$ cat config.mk
export PLATFORM = sky130hd
export DESIGN_NAME = jedro_1_shift_unit
export DESIGN_NICKNAME = d
export VERILOG_FILES = /design/src/rtl/jedro_1_defines.sv /design/src/rtl/jedro_1_shift_step.sv /design/src/rtl/jedro_1_shift_unit.sv
export SDC_FILE = /design/constraint.sdc
export NUM_CORES = 1
export LEC_CHECK = 0
export ABC_CLOCK_PERIOD_IN_PS = 5480
export BUFFER_PORTS_ARGS = -buffer_cell sky130_fd_sc_hd__clkbuf_2
export CAP_MARGIN = 20
export CORE_UTILIZATION = 63
export DETAILED_ROUTE_END_ITERATION = 7
export GPL_TIMING_DRIVEN = 1
export HOLD_SLACK_MARGIN = 0.08
export PLACE_DENSITY_LB_ADDON = 0.05
export SLEW_MARGIN = 10
export SYNTH_ARGS = -nofsm -noshare
export SYNTH_HDL_FRONTEND = slang
export SYNTH_SLANG_ARGS = --single-unit
$ cat constraint.sdc
create_clock -name clk_i -period 5.48 [get_ports clk_i]
set_input_delay 0.274 -clock clk_i [delete_from_list [all_inputs] [get_ports clk_i]]
set_output_delay 0.274 -clock clk_i [all_outputs]
set_load 0.02 [all_outputs]
$ cat src/rtl/jedro_1_defines.sv
// Shared definitions for the jedro_1 datapath: shift operation encoding used by
// the shift unit and the ALU decoder.
package jedro_1_defines;

  typedef enum logic [2:0] {
    ShiftSll = 3'd0,
    ShiftSrl = 3'd1,
    ShiftSra = 3'd2,
    ShiftRol = 3'd3,
    ShiftRor = 3'd4
  } shift_op_e;

endpackage

$ cat src/rtl/jedro_1_shift_step.sv
// One combinational shift step of 0..MAX_STEP bits; the multi-cycle unit chains
// these steps to reach the full shift amount.
module jedro_1_shift_step
  import jedro_1_defines::*;
#(
  parameter int unsigned DATA_WIDTH = 32,
  parameter int unsigned MAX_STEP   = 4,
  localparam int unsigned AmtWidth  = $clog2(MAX_STEP + 1)
) (
  input  logic [2:0]            op_i,
  input  logic [DATA_WIDTH-1:0] data_i,
  input  logic [AmtWidth-1:0]   amt_i,
  output logic [DATA_WIDTH-1:0] data_o
);

  logic [2*DATA_WIDTH-1:0] rol_wide;
  logic [2*DATA_WIDTH-1:0] ror_wide;
  logic [DATA_WIDTH-1:0]   sra_data;

  // Rotations shift a doubled copy so bits pushed out of one half land in the other.
  assign rol_wide = {data_i, data_i} << amt_i;
  assign ror_wide = {data_i, data_i} >> amt_i;
  assign sra_data = $unsigned($signed(data_i) >>> amt_i);

  always_comb begin
    data_o = data_i << amt_i;
    case (shift_op_e'(op_i))
      ShiftSrl: data_o = data_i >> amt_i;
      ShiftSra: data_o = sra_data;
      ShiftRol: data_o = rol_wide[2*DATA_WIDTH-1:DATA_WIDTH];
      ShiftRor: data_o = ror_wide[DATA_WIDTH-1:0];
      default:  data_o = data_i << amt_i;
    endcase
  end

endmodule

$ cat src/rtl/jedro_1_shift_unit.sv
// Iterative shifter: accepts one request, shifts at most MAX_STEP bits per cycle,
// and holds the result until the consumer takes it.
module jedro_1_shift_unit
  import jedro_1_defines::*;
#(
  parameter int unsigned DATA_WIDTH = 32,
  parameter int unsigned MAX_STEP   = 4,
  localparam int unsigned ShWidth   = $clog2(DATA_WIDTH)
) (
  input  logic                  clk_i,
  input  logic                  rst_i,
  input  logic                  flush_i,
  input  logic                  in_valid_i,
  output logic                  in_ready_o,
  input  logic [2:0]            op_i,
  input  logic [DATA_WIDTH-1:0] operand_i,
  input  logic [ShWidth-1:0]    shamt_i,
  output logic                  out_valid_o,
  input  logic                  out_ready_i,
  output logic [DATA_WIDTH-1:0] result_o,
  output logic                  busy_o
);

  localparam int unsigned AmtWidth = $clog2(MAX_STEP + 1);
  localparam logic [ShWidth:0] MaxStepExt = (ShWidth + 1)'(MAX_STEP);

  typedef enum logic [1:0] {StIdle, StShift, StDone} state_e;

  state_e                state_q, state_d;
  logic [2:0]            op_q, op_d;
  logic [DATA_WIDTH-1:0] result_q, result_d;
  logic [ShWidth-1:0]    remaining_q, remaining_d;

  logic [ShWidth:0]      step_ext;
  logic [AmtWidth-1:0]   step_amt;
  logic [DATA_WIDTH-1:0] step_data;
  logic                  accept;

  assign step_ext = ({1'b0, remaining_q} > MaxStepExt) ? MaxStepExt : {1'b0, remaining_q};
  assign step_amt = AmtWidth'(step_ext);

  jedro_1_shift_step #(
    .DATA_WIDTH (DATA_WIDTH),
    .MAX_STEP   (MAX_STEP)
  ) u_step (
    .op_i   (op_q),
    .data_i (result_q),
    .amt_i  (step_amt),
    .data_o (step_data)
  );

  assign in_ready_o  = (state_q == StIdle) && !flush_i;
  assign accept      = in_valid_i && in_ready_o;
  assign out_valid_o = (state_q == StDone);
  assign busy_o      = (state_q != StIdle);
  assign result_o    = result_q;

  always_comb begin
    state_d     = state_q;
    op_d        = op_q;
    result_d    = result_q;
    remaining_d = remaining_q;
    unique case (state_q)
      StIdle: begin
        if (accept) begin
          op_d        = op_i;
          result_d    = operand_i;
          remaining_d = shamt_i;
          state_d     = (shamt_i == '0) ? StDone : StShift;
        end
      end
      StShift: begin
        result_d    = step_data;
        remaining_d = remaining_q - ShWidth'(step_ext);
        if (remaining_d == '0) state_d = StDone;
      end
      StDone: begin
        if (out_ready_i) state_d = StIdle;
      end
      default: state_d = StIdle;
    endcase
    // Flush drops the in-flight result even if the consumer handshakes this cycle.
    if (flush_i) state_d = StIdle;
  end

  always_ff @(posedge clk_i) begin
    if (rst_i) begin
      state_q     <= StIdle;
      op_q        <= 3'(ShiftSll);
      result_q    <= '0;
      remaining_q <= '0;
    end else begin
      state_q     <= state_d;
      op_q        <= op_d;
      result_q    <= result_d;
      remaining_q <= remaining_d;
    end
  end

endmodule

Word-level counts from Yosys, hierarchy flattened:

Index checks and enable logic that the tools add are counted.

* register bits: 42
* input port bits: 45
* output and inout port bits: 35
* logic and storage cells: 43

* add/subtract/negate cells: 1
* order comparisons: 1
* eq/ne operators: 9
* shifts and indexed selects: 5
* muxes and demuxes: 11
* reduce and logical (&&, ||, !) cells: 12

Operator list (count)
* $pmux W32 S4: 1
* $pmux W32 S2: 1
* $shl A64 B3 Y64: 1
* $shr A64 B3 Y32: 1
* $mux W32: 1
* $shl A32 B3 Y32: 1
* $shr A32 B3 Y32: 1
* $sshr A32 B3 Y32: 1
* $logic_not A5 Y1: 2
* $mux W5: 2
* $pmux W5 S2: 1
* $mux W2: 4
* $eq A3 B2 Y1 const B: 2
* $pmux W2 S3: 1
* $gt A5 B3 Y1 const B: 1
* $sub A5 B5 Y5: 1
* $ne A2 B2 Y1 const B: 2
* $reduce_and A2 Y1: 2
* $reduce_bool A2 Y1: 2
* $eq A3 B1 Y1 const B: 1
* $eq A3 B3 Y1 const B: 1
* $reduce_and A3 Y1: 1
* $eq A2 B1 Y1 const B: 1
* $eq A2 B2 Y1 const B: 1
* other kinds (5): 6

Depth between registers and ports, before layout:

Gate-level depths: netlist of the first run.

* depth in word-level cells: 6
* mapped depth: 12
* depth with buffers taken out: 8

Cells and area by module:

From an unflattened synthesis of the first run, not the netlist that was laid out.

* cells, all modules: 525
* area total of the unflattened synthesis: 5156.2 sq um

By module, submodules not included
* jedro_1_shift_step: instances 1, cells each 267, area an instance 2894.0 sq um, seq. area each 0.0 sq um
* jedro_1_shift_unit: instances 1, cells each 258, area an instance 2262.2 sq um, seq. area each 840.8 sq um

Least setup slack after synthesis of the first run:

Ideal clock, no wire load.

* path kind: reg2reg
* start point: register remaining_q[2]
* end point: register state_q[0]
* library setup time: 0.124 ns
* data arrival time: 2.615 ns
* required time: 5.356 ns
* setup slack: 2.741 ns
* stages on the path, launching flop included: 12
* buffers on the path: 4
* period minus slack after synthesis: 2.739 ns
* cells stage by stage: dfxtp_1 buf_2 or3_1 buf_2 buf_1 buf_1 nand2_1 ha_1 or4_1 nand3_1 a21boi_0 a21oi_1

* word-level cells in the longest chain between the ends: 6

RTL lines
* from (decl): RTL line jedro_1_shift_unit.sv:32 `logic [ShWidth-1:0] remaining_q, remaining_d;`
* from (signal assigned): RTL line jedro_1_shift_unit.sv:96 `remaining_q <= remaining_d;`
* $gt A5 B3 Y1: RTL line jedro_1_shift_unit.sv:39 `assign step_ext = ({1'b0, remaining_q} > MaxStepExt) ? MaxStepExt : {1'b0, remaining_q};`
* $mux W5: RTL line jedro_1_shift_unit.sv:39
* $sub A5 B5 Y5 *: RTL line jedro_1_shift_unit.sv:74 `remaining_d = remaining_q - ShWidth'(step_ext);`
* $logic_not A5 Y1 *: RTL line jedro_1_shift_unit.sv:75 `if (remaining_d == '0) state_d = StDone;`
* $ne A2 B2 Y1 (no source line) *
* $reduce_and A3 Y1 (no source line) *
* to (signal assigned): RTL line jedro_1_shift_unit.sv:88 `state_q <= StIdle;`
* to (signal assigned): RTL line jedro_1_shift_unit.sv:93 `state_q <= state_d;`
* to (decl): RTL line jedro_1_shift_unit.sv:29 `state_e state_q, state_d;`

Mark *: on every way between the ends. The rest lies on a longest branch, timed or not.
A chain may end at the register's enable or synchronous reset.

Worst setup path in the final report of the first run:

* start point: register remaining_q[1]
* end point: register result_q[27], in the netlist result_o[27]

* word-level cells in the longest chain between the ends: 5
* elaborated cells on any way between the ends: 9
* those cells by class: order compare (1); shift (5); mux (3)

RTL lines
* $gt A5 B3 Y1: RTL line jedro_1_shift_unit.sv:39
* $mux W5 *: RTL line jedro_1_shift_unit.sv:39
* $shl A32 B3 Y32 (tied with other cells)
* $pmux W32 S4 *: RTL line jedro_1_shift_step.sv:27 `case (shift_op_e'(op_i))`
* $pmux W32 S2 *: RTL line jedro_1_shift_unit.sv:63 `unique case (state_q)`
* to (signal assigned): RTL line jedro_1_shift_unit.sv:95 `result_q <= result_d;`
* to (decl): RTL line jedro_1_shift_unit.sv:31 `logic [DATA_WIDTH-1:0] result_q, result_d;`

Marks and branches as above.

==> metrics, run 1 <==
largest family of logic cells by synthesized area=compound AO/OA/AOI/OAI gates; ys async rst share=0%; Hold Startpoint=op_i[2]; worst r2r src=remaining_q[1]$_SDFFE_PP0P_; Critical Path Sink Type=flip-flop; via density per instance=7.18; Power Total=1.20 mW; Primary FF master, synth=dfxtp_1; first-pass iteration count of the detailed router=5; die area=roughly 0.0083 sq mm; Final Non-Filler Cells=approximately 800; Min Hold Slack=0.172 ns; simple-gate share of the synthesized area=between 20% and 30%; number of max-cap violations=0; via count=around 5700; most numerous cell in the Yosys netlist=nand2_1; Req. time, crit path=~5.6 ns; Adder-Cell Fraction of Synth Area=less than 1%; All-Layer GR Usage=39.8%; post-CTS sizing=0; RSZ-0062 raised after global routing=false; Area growth, synth to finish=7.32%; fin. max-slew vios=0; CTS Hold Bufs=0; number of cell rows=32; iteration-0 DRC count of the detailed router=653; mux cell area share after synthesis=around 22%; core area=0.00769 sq mm; number of port buffers=79; Slew @ Worst Pin=1.05 ns; routed len/inst=about 21 microns; Arr. time, crit path=2.96 ns; min cycle time layout=roughly 2.8 ns; Chip Width=91.0 microns; CTS HTree Levels=2; CTS root buf=clkbuf_8; Synth Area in XOR/XNOR=0.702%; pre-CTS setup slack=between 2 and 3 ns; TNS Setup=0 ns; Syn Nets=724; synth warn=0; final setup vio count=0; first-pass GRT wire length=between 20 and 30 mm; critical path startpoint category=flip-flop; post-DP HPWL=10.5 mm; Starting Density=64.9%; final instance area=0.00536 sq mm; height of the die=91.0 microns; Slew HR=30.0%; total CTS buffers=5; Avg Inst Size Synth=7.36 sq um; CTS Buffer Depth=2; Util after Layout=69.7%; final hold viol count=0; layout cell share with drive strength beyond 1=around 22%; leakage power=2.04 nW; GPL Wtd Cong=0.931; netlist area before placement=around 0.0050 sq mm; critical path startpoint=remaining_q[1]$_SDFFE_PP0P_; maximum vdd drop=122 uV; register bit total from synthesis=42; crit path kind=flip-flop to flip-flop; Inst Count DP=780; Setup Skew=just over 0.008 ns; Hold Path Class=input pin to flip-flop; NumNets Final=732; IO Count=80; cell type with the largest total area after synthesis=dfxtp_1; Commonest cells post-synth=nand2_1, mux2i_1, a21oi_1, clkbuf_1; Clock Latency Late Sink=0.32 ns; register area share after synthesis=16.9%; gr ovfl total=0; DRC violations left=0; run status=completed; top cell type's share of synthesized area=16.9%; Max Clock Freq=355 MHz; Clk pin slew, worst setup/hold paths=0.10 ns; fin worst setup slack=roughly 2.7 ns; vias in the first global route=5177; P per Cell Area=around 220 mW/mm^2; Yosys cell types=between 70 and 80; FILL cells=702; CTS tree=yes; compound-cell area share of the yosys netlist=29.5%; clk sinks=42; total wire length=around 16 mm; largest net degree at the start of global routing=52; initial antenna violation count=0; Placement Cell Area=0.00522 sq mm; period utilisation layout=roughly 51%; Routed Antenna Nets=0; EDFF count, synth=0; n_diodes=0; Cells after Synth=approximately 680; postcts setup bufs=0; maximum fanout along the worst path=45; most area-consuming cells after synthesis=dfxtp_1, mux2i_1, nand2_1
-- cell families after synthesis --
logic type / after synthesis
AOI/OAI and AO/OA: 217
xor gates and xnor gates: 4
adders and majority gates: 1
buffers and inverters: 99
DFF: 42
muxes: 90
other: 1
and+or+nand+nor: 224
-- power breakdown --
part           internal [mW]  switching (mW)  leakage [nW]
Clock                  0.135           0.133        0.0579
Combinational          0.209           0.305          1.63
Sequential             0.332          0.0877         0.346
-- flip-flops by register name, summed over array words and instances (netlist names) --
register,cells
state_q,2
op_q,3
remaining_q,5
result_o,32
-- critical path, stage by stage (launching register included) --
cell and delay [ns]:
dfxtp_1 0.33, buf_4 0.45, or4b_4 0.81, mux4_1 0.53
a2111oi_0 0.39, a2111oi_0 0.13
-- worst paths after layout --
| kind | endpoint | slack, ns | cells past startpoint |
|---|---|---|---|
| setup / recovery | result_o[27]$_SDFFE_PP0P_ | 2.66 | 5 |
| hold / removal | op_q[2]$_SDFFE_PP0P_ | 0.17 | 3 |
| setup reg to reg | result_o[27]$_SDFFE_PP0P_ | 2.66 | 5 |
| hold reg to reg | op_q[1]$_SDFFE_PP0P_ | 0.60 | 2 |
-- final cells by class --
| class | count | area [sq um] | share of cell area [%] |
|---|---|---|---|
| multi-input combinational | 537 | 3730 | 69.7 |
| timing repair buffer | 92 | 513 | 9.58 |
| tap | 102 | 128 | 2.38 |
| clock inverter | 3 | 40.0 | 0.748 |
| inverter | 8 | 30.0 | 0.561 |
| clock buffer | 5 | 68.8 | 1.29 |
| sequential | 42 | 842 | 15.7 |
-- per-layer routing --
metal	GRT usage [%]	wire length, microns	vias up	share of wire, %
met2	61.8	7320	410	45
met3	6.45	1750	60	11
met5	0	0	-	0
met4	18.0	614	0	3.7
met1	54.2	6730	2665	41
li1	-	-	2529	-
-- placed cells by master (no fill, tap or decap), drive strengths merged, types with 10 or more instances in the layout --
master	n
clkbuf	84
nand2	108
dfxtp	42
a21oi	53
o21ai	31
mux2	14
nor3	10
nand3	16
a211oi	23
o211ai	11
a31oi	21
mux4	16
buf	13
mux2i	60
nor2	42
nor2b	10
Power figures use the tool's default switching activity.
==> run 2, diff against run 1 <==
- ABC_CLOCK_PERIOD_IN_PS: 5480 -> 2440
- CORE_UTILIZATION: 63 -> 53
- clock period: 5.48 -> 2.44 ns (I/O delays scaled with it)
==> metrics, run 2 (same netlist as run 1, synthesis figures left out) <==
total wire length=17.7 mm (was 16.4 mm); number of max-cap violations=0 (unchanged); met2 usage=58.3% (was 61.8%); RSZ-0062 raised after global routing=false (unchanged); gr ovfl total=0 (unchanged); most frequent cells in the layout=nand2_1, clkbuf_2, mux2i_1 (unchanged); postcts setup bufs=0 (unchanged); Chip Width=99.0 microns (was 91.0 microns); worst r2r src=op_q[2]$_SDFFE_PP0P_ (was remaining_q[1]$_SDFFE_PP0P_); IO Count=80 (unchanged); Starting Density=54.3% (was 64.9%); RR Endpoint=result_o[25]$_SDFFE_PP0P_ (was result_o[27]$_SDFFE_PP0P_); pre-CTS setup slack=0.182 ns (was 2.61 ns); layout cell share with drive strength beyond 1=24.5% (was 22.0%); Hold Path Class=input pin to flip-flop (unchanged); fin worst setup slack=0.141 ns (was 2.66 ns); Largest register FFs=32 (unchanged); CTS root buf=clkbuf_8 (unchanged); FF-to-FF setup slack=0.14 ns (was 2.66 ns); Req. time, crit path=2.63 ns (was 5.62 ns); Clock Latency Late Sink=0.31 ns (was 0.32 ns); maximum fanout along the worst path=23 (was 45); CP endpoint=result_o[25]$_SDFFE_PP0P_ (was result_o[27]$_SDFFE_PP0P_); All-Layer GR Usage=36.9% (was 39.8%); CTS HTree Levels=2 (unchanged); TNS Setup=0 ns (unchanged); final setup vio count=0 (unchanged); total CTS buffers=5 (unchanged); Power Total=2.67 mW (was 1.20 mW); DRC violations left=0 (unchanged); largest net degree at the start of global routing=52 (unchanged); Setup Skew=0.0139 ns (was 0.00828 ns); worst r2r path cells=5 (unchanged); min cycle time layout=2.30 ns (was 2.82 ns); Clk pin slew, worst setup/hold paths=0.09 ns (was 0.10 ns); P per Cell Area=472 mW/mm^2 (was 224 mW/mm^2); grt met1 use=50.4% (was 54.2%); critical path startpoint=op_q[2]$_SDFFE_PP0P_ (was remaining_q[1]$_SDFFE_PP0P_); critical path startpoint category=flip-flop (unchanged); Area growth, synth to finish=13.3% (was 7.32%); core area=0.00920 sq mm (was 0.00769 sq mm); Slew @ Worst Pin=0.720 ns (was 1.05 ns); post-DP HPWL=12.2 mm (was 10.5 mm); maximum vdd drop=293 uV (was 122 uV); Critical Path Sink Type=flip-flop (unchanged); number of cell rows=35 (was 32); via count=5602 (was 5664); crit path kind=flip-flop to flip-flop (unchanged); run status=completed (unchanged); NumNets Final=764 (was 732); gr busiest metal=met2 (unchanged); most common cell after layout, fill and taps aside=nand2_1 (unchanged); period utilisation layout=94.2% (was 51.4%); initial antenna violation count=0 (unchanged); number of port buffers=79 (unchanged); Util after Layout=61.5% (was 69.7%); final hold viol count=0 (unchanged); met3 usage=6.10% (was 6.45%); Max Clock Freq=435 MHz (was 355 MHz); height of the die=99.0 microns (was 91.0 microns); iteration-0 DRC count of the detailed router=529 (was 653); clk sinks=42 (unchanged); CTS tree=yes (unchanged); Slew HR=51.8% (was 30.0%); first-pass iteration count of the detailed router=6 (was 5); n_diodes=0 (unchanged); via density per instance=6.76 (was 7.18); die area=0.00981 sq mm (was 0.00828 sq mm); leakage power=2.19 nW (was 2.04 nW); routed len/inst=21.3 microns (was 20.8 microns); Routed Antenna Nets=0 (unchanged); first-pass GRT wire length=28.5 mm (was 26.6 mm); Final Non-Filler Cells=829 (was 789); GPL Wtd Cong=0.940 (was 0.931); Arr. time, crit path=2.49 ns (was 2.96 ns); Inst Count DP=818 (was 780); fin. max-slew vios=0 (unchanged); CTS Buffer Depth=2 (unchanged); vias in the first global route=5246 (was 5177)
-- run 2: worst min-delay path by stage --
stage / start / endpoint / cells past startpoint
CTS: shamt_i[2] / remaining_q[2]$_SDFFE_PP0P_ / 3
floorplan: op_i[1] / op_q[1]$_SDFFE_PP0P_ / 2
finish: shamt_i[2] / remaining_q[2]$_SDFFE_PP0P_ / 3
global route: shamt_i[2] / remaining_q[2]$_SDFFE_PP0P_ / 3
detailed placement: op_i[2] / op_q[2]$_SDFFE_PP0P_ / 3
global placement: op_i[2] / op_q[2]$_SDFFE_PP0P_ / 3
-- run 2: power by group --
group,switching [mW],leakage (nW),internal [mW]
combinational,0.743,1.81,0.543
clock,0.272,0.0383,0.198
sequential,0.167,0.346,0.745
total,1.18,2.19,1.49
-- run 2: what timing repair did --
action                                  in CTS  in global routing
gates resized for setup                      0                  1
endpoints found under the hold margin        4                  0
endpoints found under the setup margin       0                  1
hold buffers                                 4                  0
-- run 2: worst max-delay path: stages, from the launching register on --
cell     delay (ns)
dfxtp_1        0.50
or3b_1         0.41
o21ai_4        0.30
buf_4          0.25
or4b_1         0.51
a41o_1         0.22
-- run 2: through the flow --
step	hold WS (ns)	cell area, sq um
after floorplan	0.258	5000
after global routing	0.0979	5650
final	0.0970	5650
after detailed placement	0.356	5540
after global placement	0.347	5540
after CTS	0.0909	5650
-- run 2: final cells by class --
cell class	instances	area (sq um)
clock buffers	7	76.3
well taps	111	139
multi-input cells	537	3730
repair buffers	124	831
flip-flops and latches	42	842
inverters	8	30.0
fillers	882	3540
-- run 2: metal layers --
layer  vias to the layer above  routed length (microns)
met5                         -                        0
met4                         0                      546
met3                        49                     1710
met2                       311                     7970
met1                      2641                     7450
li1                       2601                        -
==> run 3, diff against run 2 <==
- CORE_ASPECT_RATIO: default -> 1.25
==> metrics, run 3 (same netlist as run 1, synthesis figures left out) <==
run status=completed (unchanged); Clock Latency Late Sink=0.30 ns (was 0.31 ns); CTS tree=yes (unchanged); clk sinks=42 (unchanged); Req. time, crit path=2.60 ns (was 2.63 ns); Inst Count DP=829 (was 818); Critical Path Sink Type=flip-flop (unchanged); Setup Skew=0.00413 ns (was 0.0139 ns); final hold viol count=0 (unchanged); grt met1 use=51.1% (was 50.4%); DRC violations left=0 (unchanged); Chip Width=88.8 microns (was 99.0 microns); postcts setup bufs=0 (unchanged); initial antenna violation count=0 (unchanged); first-pass iteration count of the detailed router=5 (was 6); All-Layer GR Usage=38.7% (was 36.9%); post-DP HPWL=12.7 mm (was 12.2 mm); via density per instance=6.89 (was 6.76); number of cell rows=39 (was 35); IO Count=80 (unchanged); gr ovfl total=0 (unchanged); n_diodes=0 (unchanged); Starting Density=54.7% (was 54.3%); leakage power=2.23 nW (was 2.19 nW); crit path kind=flip-flop to flip-flop (unchanged); CTS HTree Levels=2 (unchanged); most frequent cells in the layout=nand2_1, clkbuf_2, mux2i_1 (unchanged); min cycle time layout=2.37 ns (was 2.30 ns); via count=5796 (was 5602); Slew @ Worst Pin=0.718 ns (was 0.720 ns); first-pass GRT wire length=29.1 mm (was 28.5 mm); Arr. time, crit path=2.54 ns (was 2.49 ns); Util after Layout=63.1% (was 61.5%); period utilisation layout=97.2% (was 94.2%); NumNets Final=763 (was 764); maximum vdd drop=312 uV (was 293 uV); total wire length=18.6 mm (was 17.7 mm); core area=0.00913 sq mm (was 0.00920 sq mm); TNS Setup=0 ns (unchanged); number of max-cap violations=0 (unchanged); gr busiest metal=met2 (unchanged); CTS Buffer Depth=2 (unchanged); Final Non-Filler Cells=841 (was 829); met3 usage=4.48% (was 6.10%); die area=0.00981 sq mm (about the same); Clk pin slew, worst setup/hold paths=0.07 ns (was 0.09 ns); most common cell after layout, fill and taps aside=nand2_1 (unchanged); RSZ-0062 raised after global routing=true (was false); Routed Antenna Nets=0 (unchanged); Max Clock Freq=422 MHz (was 435 MHz); met2 usage=60.9% (was 58.3%); Slew HR=51.9% (was 51.8%); Largest register FFs=32 (unchanged); maximum fanout along the worst path=44 (was 23); total CTS buffers=5 (unchanged); layout cell share with drive strength beyond 1=24.8% (was 24.5%); P per Cell Area=547 mW/mm^2 (was 472 mW/mm^2); height of the die=110 microns (was 99.0 microns); fin. max-slew vios=0 (unchanged); vias in the first global route=5435 (was 5246); Min Hold Slack=0.0940 ns (was 0.0970 ns); Area growth, synth to finish=15.4% (was 13.3%); Hold Path Class=input pin to flip-flop (unchanged); routed len/inst=22.1 microns (was 21.3 microns); number of port buffers=79 (unchanged); final setup vio count=0 (unchanged); GPL Wtd Cong=0.983 (was 0.940); CTS root buf=clkbuf_16 (was clkbuf_8); critical path startpoint category=flip-flop (unchanged); iteration-0 DRC count of the detailed router=492 (was 529); largest net degree at the start of global routing=46 (was 52)
## run 3: cell types whose count changed in the layout (fill, tap and decap cells not counted), sizes merged
cell and change:
buf -1, clkbuf -1, bufinv +2
## run 3: critical path, stage by stage (launching register included)
cell	delay, ns
dfxtp_1	0.39
buf_12	0.25
nor4b_2	0.37
buf_4	0.30
buf_4	0.18
mux2i_1	0.24
nor2_1	0.06
o21ai_0	0.30
a31oi_1	0.13
## run 3: what timing repair did
| item | CTS | global route |
|---|---|---|
| gates resized for setup | 0 | 0 |
| hold endpoints to repair | 4 | 0 |
| hold buffers | 4 | 0 |
| setup endpoints to repair | 0 | 2 |
## run 3: final timing paths
kind,from,endpoint,slack [ns],cells after the start
worst max register to register,remaining_q[1]$_SDFFE_PP0P_,result_o[19]$_SDFFE_PP0P_,0.07,8
worst min register to register,op_q[1]$_SDFFE_PP0P_,op_q[1]$_SDFFE_PP0P_,0.57,2
worst min-delay path,shamt_i[2],remaining_q[2]$_SDFFE_PP0P_,0.09,3
worst max-delay path,remaining_q[1]$_SDFFE_PP0P_,result_o[19]$_SDFFE_PP0P_,0.07,8
## run 3: where the power goes
| group | switching [mW] | internal (mW) | leakage [nW] |
|---|---|---|---|
| clock network | 0.334 | 0.616 | 0.0971 |
| registers | 0.184 | 0.745 | 0.346 |
| logic | 0.738 | 0.533 | 1.79 |
## run 3: layout make-up
type,instances,area (sq um)
multi-input combinational,537,3730
fill,885,3370
sequential,42,842
timing repair buffer,123,798
tap,123,154
clock buffer,6,139
clock inverter,2,60.1
inverter,8,30.0
## run 3: metrics by stage
| stage | power [mW] | setup slack (ns) | cell area, sq um |
|---|---|---|---|
| 2_1_floorplan | 1.77 | 0.0425 | 5000 |
| 3_3_place_gp | 2.15 | 0.132 | 5520 |
| 3_5_place_dp | 2.17 | 0.137 | 5520 |
| 4_1_cts | 3.11 | 0.110 | 5760 |
| 5_1_grt | 3.27 | -0.00838 | 5760 |
| 6_report | 3.15 | 0.0676 | 5760 |
## run 3: layer usage
layer  vias to the layer above  share of wire [%]
met5                         -                  0
met4                         0                4.4
met3                        69                8.0
met2                       353                 48
met1                      2779                 40
li1                       2595                  -
